<file path="src/rtl/instr_encoder.sv">
// MIPS instruction encoder: turns a field bundle into a 32-bit word with a sequential word address.
// Optional delay-slot NOP padding after BEQ/BNE/J is enabled by defining ENCODER_DELAY_SLOT_PAD_EN.
module instr_encoder (
  input  logic        clk,
  input  logic        rst,
  input  logic        Start,
  input  logic [9:0]  BaseAddr,
  input  logic        InValid,
  output logic        InReady,
  input  logic [3:0]  InstrSel,
  input  logic [4:0]  Rs,
  input  logic [4:0]  Rt,
  input  logic [4:0]  Rd,
  input  logic [4:0]  Shamt,
  input  logic [15:0] Imm,
  input  logic [25:0] Target,
  output logic        OutValid,
  input  logic        OutReady,
  output logic [31:0] OutWord,
  output logic [9:0]  OutAddr,
  output logic        IllegalErr,
  output logic        Wrapped
);

`ifdef ENCODER_DELAY_SLOT_PAD_EN
  typedef enum logic {ENC, PAD} state_e;
`else
  typedef enum logic {ENC} state_e;
`endif

  state_e      state_q;
  logic        outValid_q, outValid_d;
  logic [31:0] outWord_q, outWord_d;
  logic [9:0]  addr_q, addr_d;
  logic        illegal_q, illegal_d;
  logic        wrapped_q, wrapped_d;

  logic [31:0] encWord;
  logic        encLegal;
  logic        outFree;
  logic        accept;
  logic        outXfer;

  assign outFree  = !outValid_q || OutReady;
  assign InReady  = outFree && (state_q == ENC);
  assign accept   = InValid && InReady;
  assign outXfer  = outValid_q && OutReady;

  assign OutValid   = outValid_q;
  assign OutWord    = outWord_q;
  assign OutAddr    = addr_q;
  assign IllegalErr = illegal_q;
  assign Wrapped    = wrapped_q;

  always_comb begin
    encWord  = '0;
    encLegal = 1'b1;
    case (InstrSel)
      4'd0:    encWord = {6'h00, Rs, Rt, Rd, 5'd0, 6'h21};
      4'd1:    encWord = {6'h00, Rs, Rt, Rd, 5'd0, 6'h23};
      4'd2:    encWord = {6'h00, 5'd0, Rt, Rd, Shamt, 6'h00};
      4'd3:    encWord = {6'h00, 5'd0, Rt, Rd, Shamt, 6'h02};
      4'd4:    encWord = {6'h00, Rs, Rt, Rd, 5'd0, 6'h2A};
      4'd5:    encWord = {6'h04, Rs, Rt, Imm};
      4'd6:    encWord = {6'h05, Rs, Rt, Imm};
      4'd7:    encWord = {6'h0A, Rs, Rt, Imm};
      4'd8:    encWord = {6'h0D, Rs, Rt, Imm};
      4'd9:    encWord = {6'h23, Rs, Rt, Imm};
      4'd10:   encWord = {6'h0F, 5'd0, Rt, Imm};
      4'd11:   encWord = {6'h2B, Rs, Rt, Imm};
      4'd12:   encWord = {6'h02, Target};
      default: encLegal = 1'b0;
    endcase
  end

`ifdef ENCODER_DELAY_SLOT_PAD_EN
  logic isBranch;
  assign isBranch = (InstrSel == 4'd5) || (InstrSel == 4'd6) || (InstrSel == 4'd12);
`endif

  // Start wins over a same-cycle transfer: that word keeps the old address, the next uses BaseAddr.
  always_comb begin
    outValid_d = outValid_q;
    outWord_d  = outWord_q;
    addr_d     = addr_q;
    illegal_d  = illegal_q;
    wrapped_d  = wrapped_q;
    if (outXfer) outValid_d = 1'b0;
    if (accept && encLegal) begin
      outValid_d = 1'b1;
      outWord_d  = encWord;
    end
`ifdef ENCODER_DELAY_SLOT_PAD_EN
    if (state_q == PAD && outFree) begin
      outValid_d = 1'b1;
      outWord_d  = '0;
    end
`endif
    if (Start) begin
      addr_d    = BaseAddr;
      illegal_d = 1'b0;
      wrapped_d = 1'b0;
    end else if (outXfer) begin
      addr_d = addr_q + 10'd1;
      if (addr_q == 10'h3FF) wrapped_d = 1'b1;
    end
    if (accept && !encLegal) illegal_d = 1'b1;
  end

  always_ff @(posedge clk) begin
    if (rst) begin
      state_q    <= ENC;
      outValid_q <= 1'b0;
      outWord_q  <= '0;
      addr_q     <= '0;
      illegal_q  <= 1'b0;
      wrapped_q  <= 1'b0;
    end else begin
      outValid_q <= outValid_d;
      outWord_q  <= outWord_d;
      addr_q     <= addr_d;
      illegal_q  <= illegal_d;
      wrapped_q  <= wrapped_d;
`ifdef ENCODER_DELAY_SLOT_PAD_EN
      case (state_q)
        ENC: if (accept && encLegal && isBranch) state_q <= PAD;
        PAD: if (outFree) state_q <= ENC;
        default: state_q <= ENC;
      endcase
`else
      state_q <= ENC;
`endif
    end
  end

endmodule

</file>
<file path="config.mk">
export PLATFORM = sky130hd
export DESIGN_NAME = instr_encoder
export DESIGN_NICKNAME = d
export VERILOG_FILES = /design/src/rtl/instr_encoder.sv
export SDC_FILE = /design/constraint.sdc
export NUM_CORES = 1
export LEC_CHECK = 0
export BUFFER_PORTS_ARGS = -buffer_cell sky130_fd_sc_hd__clkbuf_2
export CORE_MARGIN = 1.5
export CORE_UTILIZATION = 48
export CTS_CLUSTER_SIZE = 24
export DETAILED_ROUTE_END_ITERATION = 8
export PLACE_DENSITY = 0.84
export SYNTH_ARGS = -nofsm -noshare
export SYNTH_HDL_FRONTEND = slang
export SYNTH_SLANG_ARGS = --single-unit
export TNS_END_PERCENT = 100
</file>
<file path="constraint.sdc">
create_clock -name clk -period 2.15 [get_ports clk]
set_input_delay 0.43 -clock clk [delete_from_list [all_inputs] [get_ports clk]]
set_output_delay 0.43 -clock clk [all_outputs]
set_load 0.03 [all_outputs]
</file>
==> run_results.csv <==
group,metric,value,unit
status,status,"finished, final reports clean",
min_path,hold_path.class,"input pin to register",
logic_synthesis,synthDistinctLibCells,45,
critical_path,critPathMaxFanout,6,
critical_path,crit_path_end_kind,"output pin",
clock_tree,cts_tree,"done",
timing,rsz0062_at_grt,"no",
critical_path,path_cells,"nand2b_2 > clkbuf_2",
run,drv_cap,0,
grt,first_global_vias,2365,
floorplan,initial_core_util,49.7,%
floorplan,die_x,72.7,um
finish,final_nets,484,
logic_synthesis,synth.top_cells.by_area,"dfxtp_1 38%, a311oi_1 7.9%, nor2_1 7.2%",
detailed_routing,remaining_drc_errors,0,
timing,final.min_clock_period,1.58,ns
logic_synthesis,async_reset_ff_share,0,%
finish,final_cell_area,3060,um^2
floorplan,io_pins,127,
floorplan,rows,25,
critical_path,start_kind,"register",
logic_synthesis,avgSynthCellArea,8.12,um^2
critical_path,required,1.72,ns
timing,whs,0.337,ns
clock_tree,cts.sinks,44,
clock_tree,clock_latency,0.31,ns
placement,dpl_cell_area,2940,um^2
detailed_routing,firstDrtPassIters,4,
clock_tree,clock_path_buffers,2,
clock_tree,clk_pin_slew_worst_paths,0.09,ns
finish,final_common_cell,"clkbuf_2",
pwr,power.leakage,1.37,nW
logic_synthesis,synth_seq_cells,44,
timing,slew-limit-headroom,36.8,%
logic_synthesis,synthCells,287,
finish,num_antenna_cells,0,
critical_path,regToRegSetupSlack,0.58,ns
floorplan,die-area,5280,um^2
finish,mostFrequentLayoutCells,"125 x clkbuf_2, 45 x nor2_1, 44 x dfxtp_1",
finish,utilization,65.1,%
clock_tree,h-tree-depth,2,
clock_tree,cts_root_buffer,"clkbuf_8",
critical_path,critPathMaxStageDelay,0.47,ns
timing,max_freq,633,MHz
critical_path,crit_arrival,1.15,ns
finish,drive_gt1_share,37.5,%
clock_tree,ctsResizeCount,0,
detailed_routing,via_count,2561,
logic_synthesis,synth_ff_type,"dfxtp_1",
critical_path,crit_buf_inv,1,
detailed_routing,drtIter0Drc,94,
pwr,power.total,2.12,mW
grt,grt_pass1_wl,10600,um
grt,grt_use_total,25.3,%
placement,place_congestion,0.844,
finish,areaGrowthSynthToFinish,31.1,%
logic_synthesis,synth_warnings,0,
logic_synthesis,synth.largest_area_cell,"dfxtp_1",
pwr,power.density,693,nW/um^2
detailed_routing,viasPerCell,5.60,
critical_path,critPathKind,"register to output pin",
pwr,worst_ir_drop_vdd,0.465,mV
logic_synthesis,netlist_area,2330,um^2
detailed_routing,wl,6740,um
logic_synthesis,syn_nets,369,
logic_synthesis,synth_edf_count,0,
critical_path,cp_top_family,"flip-flops",
clock_tree,numCtsBuffers,5,
timing,finalMaxSlewViolations,0,
timing,setup-tns-final,0,ns
timing,tightest_slew,0.948,ns
grt,antenna_found_initial,0,
detailed_routing,ant_nets,0,
floorplan,core,4690,um^2
grt,grt_start_max_net_pins,45,
timing,clock_skew,0.0103,ns
grt,grt-ovfl-total,0,
logic_synthesis,ys_seq_area_share,37.8,%
timing,hold_viol,0,
timing,finalSetupViolCount,0,
placement,dp_hpwl,4960,um
placement,numPortBuffers,125,
floorplan,die_h,72.7,um
clock_tree,post_cts_buffers,0,
clock_tree,cts_hold_buffers,0,
timing,period_share,73.5,%
logic_synthesis,yosys.area.top_type_share,37.8,%
critical_path,cp_slowest_cell,"dfxtp_1",
detailed_routing,wl_per_cell,14.8,um
-- worst paths after layout --
| kind | from | end | depth (start not counted) |
|---|---|---|---|
| min reg2reg | OutWord[31] | OutWord[31] | 2 |
| max | OutValid | InReady | 2 |
| min | BaseAddr[0] | OutAddr[0] | 3 |
| max reg2reg | OutValid | OutWord[12] | 4 |
-- per-layer routing --
layer | GRT usage [%] | part of all wire (%) | vias up
li1 | - | - | 1265
met1 | 31.1 | 42 | 1164
met2 | 44.4 | 49 | 118
met3 | 4.42 | 7.6 | 14
met4 | 8.81 | 1.8 | 0
met5 | 0 | 0 | -
-- cell families after synthesis --
family	synth area share (%)
compound gates	30.8
xor+xnor	3.01
fa+ha+maj	0.537
buf+inv	6.98
flops	37.8
other cells	0.161
simple gates	20.7
-- power breakdown --
group          switching (mW)  leakage [nW]  total (mW)  internal (mW)
registers              0.0467         0.364       0.925          0.878
clock network           0.298        0.0548       0.648          0.350
logic                   0.347         0.952       0.546          0.199
total                   0.692          1.37        2.12           1.43
-- through the flow --
| step | instances | setup WS [ns] |
|---|---|---|
| after floorplan | 287 | 0.572 |
| after global placement | 449 | 0.423 |
| after detailed placement | 449 | 0.378 |
| after CTS | 457 | 0.580 |
| after global routing | 457 | 0.468 |
| final | 457 | 0.569 |
-- cell usage after synthesis, drive strengths merged (2+ instances only) --
cell type / instances
nor2: 45
a211o: 2
o221ai: 2
and2: 2
a21oi: 21
xnor2: 8
nand4: 2
inv: 5
nor3b: 2
a31oi: 3
o21ai: 18
nand2b: 3
a21o: 2
or3: 2
nor2b: 3
nor3: 5
nand3: 5
o22ai: 6
dfxtp: 44
buf: 16
a211oi: 14
a311oi: 21
nand2: 33
clkbuf: 7
o21a: 6
-- tightest hold or removal path, cell delays in order --
cell and delay, ns:
clkbuf_2 0.08, nand2_1 0.05, a21oi_1 0.05
-- cell type report --
type / instances / area [um^2]
repair buffers: 131 / 683
well taps: 54 / 67.6
clock inverters: 3 / 46.3
flip-flops and latches: 44 / 881
fillers: 417 / 1640
clock buffers: 5 / 68.8
multi-input cells: 214 / 1290
inverters: 6 / 22.5
-- registers in the layout, summed over array words and instances (netlist names) --
name / flops
IllegalErr: 1
Wrapped: 1
OutAddr: 10
OutWord: 31
OutValid: 1
No activity file was read; power rests on OpenSTA's default activity.
